<file path="src/rtl/life_step_engine.sv">
// Next-generation engine for a toroidal Game of Life board held in a row-addressed memory.
// Reads all rows into a buffer, computes the next generation, then writes every row back in place.
module life_step_engine #(
  parameter int unsigned ROWS   = 4,
  parameter int unsigned COLS   = 16,
  parameter int unsigned ADDR_W = 2,
  parameter int unsigned GEN_W  = 16
) (
  input  logic              clk,
  input  logic              rst_n,
  input  logic              start,
  output logic [ADDR_W-1:0] array_selector,
  input  logic [COLS-1:0]   alive_out_selector,
  output logic [COLS-1:0]   alive_in_selector,
  output logic              write_enb,
  output logic              busy,
  output logic              done,
  output logic [GEN_W-1:0]  generation
);

  localparam int unsigned CNT_W = ADDR_W + 1;

  typedef enum logic [2:0] {
    S_IDLE,
    S_READ,
    S_COMPUTE,
    S_WRITE,
    S_DONE
  } state_e;

  state_e                      state_q, state_d;
  logic [CNT_W-1:0]            cnt_q, cnt_d;
  logic [ROWS-1:0][COLS-1:0]   row_q;
  logic [ROWS-1:0][COLS-1:0]   nxt_q;
  logic [ROWS-1:0][COLS-1:0]   nxt_c;
  logic [ADDR_W-1:0]           sel_q, sel_d;
  logic [COLS-1:0]             wdata_q, wdata_d;
  logic                        we_q, we_d;
  logic                        busy_q, busy_d;
  logic                        done_q, done_d;
  logic [GEN_W-1:0]            gen_q, gen_d;
  logic                        capture;
  logic                        load_nxt;

  // Per-cell neighbour count with wrap-around on both axes.
  for (genvar r = 0; r < ROWS; r++) begin : g_row
    localparam int unsigned RU = (r + ROWS - 1) % ROWS;
    localparam int unsigned RD = (r + 1) % ROWS;
    for (genvar c = 0; c < COLS; c++) begin : g_col
      localparam int unsigned CL = (c + COLS - 1) % COLS;
      localparam int unsigned CR = (c + 1) % COLS;
      logic [3:0] n;
      assign n = 4'(row_q[RU][CL]) + 4'(row_q[RU][c]) + 4'(row_q[RU][CR])
               + 4'(row_q[r][CL])                     + 4'(row_q[r][CR])
               + 4'(row_q[RD][CL]) + 4'(row_q[RD][c]) + 4'(row_q[RD][CR]);
      assign nxt_c[r][c] = (n == 4'd3) | (row_q[r][c] & (n == 4'd2));
    end
  end

  always_comb begin
    state_d  = state_q;
    cnt_d    = cnt_q;
    sel_d    = '0;
    wdata_d  = '0;
    we_d     = 1'b0;
    busy_d   = 1'b0;
    done_d   = 1'b0;
    gen_d    = gen_q;
    capture  = 1'b0;
    load_nxt = 1'b0;

    unique case (state_q)
      S_IDLE: begin
        if (start) begin
          state_d = S_READ;
          cnt_d   = '0;
        end
      end
      S_READ: begin
        capture = (cnt_q != '0);
        if (cnt_q == CNT_W'(ROWS)) begin
          state_d = S_COMPUTE;
          cnt_d   = '0;
        end else begin
          cnt_d = cnt_q + CNT_W'(1);
        end
      end
      S_COMPUTE: begin
        load_nxt = 1'b1;
        state_d  = S_WRITE;
        cnt_d    = '0;
      end
      S_WRITE: begin
        if (cnt_q == CNT_W'(ROWS - 1)) begin
          state_d = S_DONE;
          cnt_d   = '0;
        end else begin
          cnt_d = cnt_q + CNT_W'(1);
        end
      end
      S_DONE:  state_d = S_IDLE;
      default: state_d = S_IDLE;
    endcase

    // Outputs are precomputed from the next state so they leave flops yet track the state.
    unique case (state_d)
      S_READ: begin
        busy_d = 1'b1;
        sel_d  = (cnt_d == CNT_W'(ROWS)) ? '0 : ADDR_W'(cnt_d);
      end
      S_COMPUTE: busy_d = 1'b1;
      S_WRITE: begin
        busy_d  = 1'b1;
        we_d    = 1'b1;
        sel_d   = ADDR_W'(cnt_d);
        wdata_d = (state_q == S_COMPUTE) ? nxt_c[0] : nxt_q[ADDR_W'(cnt_d)];
      end
      S_DONE: begin
        done_d = 1'b1;
        gen_d  = gen_q + GEN_W'(1);
      end
      default: ;
    endcase
  end

  always_ff @(posedge clk or negedge rst_n) begin
    if (!rst_n) begin
      state_q <= S_IDLE;
      cnt_q   <= '0;
      row_q   <= '0;
      nxt_q   <= '0;
      sel_q   <= '0;
      wdata_q <= '0;
      we_q    <= 1'b0;
      busy_q  <= 1'b0;
      done_q  <= 1'b0;
      gen_q   <= '0;
    end else begin
      state_q <= state_d;
      cnt_q   <= cnt_d;
      if (capture) begin
        row_q[ADDR_W'(cnt_q - CNT_W'(1))] <= alive_out_selector;
      end
      if (load_nxt) begin
        nxt_q <= nxt_c;
      end
      sel_q   <= sel_d;
      wdata_q <= wdata_d;
      we_q    <= we_d;
      busy_q  <= busy_d;
      done_q  <= done_d;
      gen_q   <= gen_d;
    end
  end

  assign array_selector    = sel_q;
  assign alive_in_selector = wdata_q;
  assign write_enb         = we_q;
  assign busy              = busy_q;
  assign done              = done_q;
  assign generation        = gen_q;

endmodule
</file>
<file path="config.mk">
export PLATFORM = sky130hd
export DESIGN_NAME = life_step_engine
export DESIGN_NICKNAME = d
export VERILOG_FILES = /design/src/rtl/life_step_engine.sv
export SDC_FILE = /design/constraint.sdc
export NUM_CORES = 1
export LEC_CHECK = 0
export CAP_MARGIN = 0
export CORE_MARGIN = 5
export CORE_UTILIZATION = 40
export DETAILED_ROUTE_END_ITERATION = 8
export PLACE_DENSITY = 0.57
export RECOVER_POWER = 50
export SYNTH_ARGS = -nofsm -noshare
export SYNTH_HDL_FRONTEND = slang
export SYNTH_SLANG_ARGS = --single-unit
</file>
<file path="constraint.sdc">
create_clock -name clk -period 4.5 [get_ports clk]
set_input_delay 0.45 -clock clk [delete_from_list [all_inputs] [get_ports clk]]
set_output_delay 0.45 -clock clk [all_outputs]
set_load 0.02 [all_outputs]
</file>
==> flow_metrics.env <==
export IMPL_layout_drive_gt1_share_pct=3.97
export IMPL_worstRegToRegCells=10
export IMPL_crit_arrival_ps=4020
export IMPL_drcViolationCount=0
export IMPL_clock_skew_ps=13.3
export IMPL_htree_levels=4
export IMPL_crit_path_end_kind="flop"
export IMPL_cts_sinks=171
export IMPL_ys_flop_type="dfrtp_1"
export IMPL_yosysWarnings=0
export IMPL_clk_pin_slew_worst_paths_ps=80
export IMPL_die_y_um=216
export IMPL_io_buffers=55
export IMPL_hold_viol=0
export IMPL_grt_overflow=0
export IMPL_synth_net_count=2096
export IMPL_hold_class="flop to flop"
export IMPL_violations="max-capacitance violations, max-slew violations"
export IMPL_period_minus_slack_ps=3700
export IMPL_dieWidth_um=216
export IMPL_grt_pass1_wl_um=65600
export IMPL_track_usage_pct=17.6
export IMPL_worstSetupPathType="flop to flop"
export IMPL_initial_utilization_pct=40.4
export IMPL_slew_violations=99
export IMPL_clk_latency_ps=460
export IMPL_wl_per_cell_um=17.4
export IMPL_final_setup_tns_ps=0
export IMPL_hold_buffers=0
export IMPL_fin_area_sq_um=18600
export IMPL_synthToLayoutAreaGrowth_pct=10.2
export IMPL_dieArea_sq_um=46500
export IMPL_period_share_pct=82.3
export IMPL_yosysSeqAreaShare_pct=25.3
export IMPL_drt_iter0_drc=555
export IMPL_cts_resized=0
export IMPL_worst_pin_slew_ps=2710
export IMPL_netlist_area_sq_um=16900
export IMPL_ys_types=40
export IMPL_post_cts_buffers=0
export IMPL_cts_made_buffers=17
export IMPL_wl_um=38700
export IMPL_post_dp_hpwl_um=29100
export IMPL_setup_ws_ps=798
export IMPL_max_freq_mhz=270
export IMPL_cts_buffer_depth=2
export IMPL_yosys_top_cells_area="fa_1 (30%), dfrtp_1 (25%), ha_1 (15%)"
export IMPL_ant_nets=0
export IMPL_holdWs_ps=466
export IMPL_worst_path_max_fanout=8
export IMPL_synth_seq_cells=171
export IMPL_post_place_ws_ps=735
export IMPL_synth_top_cell_area_share_pct=30.2
export IMPL_maxCapViolCount=1
export IMPL_hold_depth=2
export IMPL_vias=11300
export IMPL_required_ps=4820
export IMPL_maxSlewHeadroom_pct=-80.5
export IMPL_fin_nets=2148
export IMPL_root_buffer="clkbuf_16"
export IMPL_antenna_found_initial=0
export IMPL_gp_congestion=0.834
export IMPL_placedInstanceArea_sq_um=18000
export IMPL_coreArea_sq_um=41900
export IMPL_ios=56
export IMPL_antenna_cells=0
export IMPL_synth_cells=1622
export IMPL_cts_tree="done"
export IMPL_vias_per_cell=5.08
export IMPL_async_reset_ff_share_pct=100
export IMPL_synth_edf_count=0
export IMPL_status="complete, but fails checks"
export IMPL_postSynthAreaPerCell_sq_um=10.4
export IMPL_grt_pass1_vias=12300
export IMPL_grt_max_degree=99
export IMPL_setup_violations=0
export IMPL_rows=75
export IMPL_first_pass_iters=5
export IMPL_yosys_cell_count_top_type="inv_1"
export IMPL_worstSetupStartpointType="flop"
export IMPL_synth_largest_area_cell="fa_1"
export IMPL_rsz0062_at_grt="false"
export IMPL_synthTopCellsByCount="inv_1 (325), fa_1 (255), ha_1 (200), nand2_1 (197), dfrtp_1 (171)"
[layer usage]
layer  wire (um)  vias to the layer above  global-route usage (%)
li1            -                     5416                       -
met1       17800                     5699                    24.0
met2       19100                      163                    30.1
met3        1330                       31                    2.51
met4         471                        0                    3.95
met5           0                        -                       0
[critical path, cell delays in order, from the launching register on]
cell and delay [ps]:
dfrtp_1 620, inv_1 200, fa_1 570, fa_1 430
fa_1 490, inv_1 40, ha_1 210, fa_1 390
and3_1 170, o21ai_0 280, o221ai_2 150
[through the flow]
step,util [%],cells
2_1_floorplan,-,1622
3_5_place_dp,43.1,2194
6_report,44.5,2226
5_1_grt,44.5,2226
4_1_cts,44.6,2226
3_3_place_gp,43.1,2194
[layout make-up]
cell class	count	area, sq um
well taps	539	674
fillers	3911	23200
multi-input cells	1090	11200
flip-flops and latches	171	4280
clock buffers	19	453
repair buffers	69	646
inverters	325	1220
clock inverters	13	176
[cell families (layout without fill, tap and decap cells)]
| logic type | after synthesis | in the layout | share of synthesized area [%] |
|---|---|---|---|
| flops | 171 | 171 | 25.3 |
| simple gates | 304 | 304 | 7.85 |
| buf+inv | 361 | 426 | 8.48 |
| fa+ha+maj | 455 | 455 | 45.0 |
| compound gates | 282 | 282 | 10.5 |
| xor+xnor | 15 | 15 | 0.777 |
| mux | 34 | 34 | 2.03 |
[sequential cells by signal, indices dropped and copies added, names as in the netlist, 2 cells and up]
signal / cells
cnt_q: 3
state_q: 3
generation: 16
alive_in_selector: 16
row_q: 64
nxt_q: 64
array_selector: 2
[path summary, 6_finish.rpt]
kind	slack (ps)	from	end
worst max-delay path	800	row_q[4]	alive_in_selector[3]
worst min-delay path	470	nxt_q[61]	nxt_q[61]
worst max register to register	800	row_q[4]	alive_in_selector[3]
worst min register to register	470	nxt_q[61]	nxt_q[61]
max in group asynchronous	1600	rst_n	nxt_q[10]
min in group asynchronous	760	rst_n	generation[8]
[cell usage in the layout (no fill, tap or decap), drive strengths merged, types with 2 or more instances in the layout]
cell type,instances
o2111ai,61
fa,255
mux2,2
nor3,5
buf,12
a211oi,3
and2,3
xnor2,8
or2,2
o21ai,136
mux2i,32
clkbuf,22
dlygate4sd3,8
clkinv,4
nand2b,2
nor2,15
ha,200
xor2,7
nand2,197
bufinv,3
or3,2
nand3,64
o221ai,16
dfrtp,171
a21oi,65
inv,331
nand4,5
clkdlybuf4s50,46
and4b,2
nand3b,2
and3,4
Power is not shown: default switching activity piles up to over one toggle a cycle in this logic, so the estimate is an artifact.
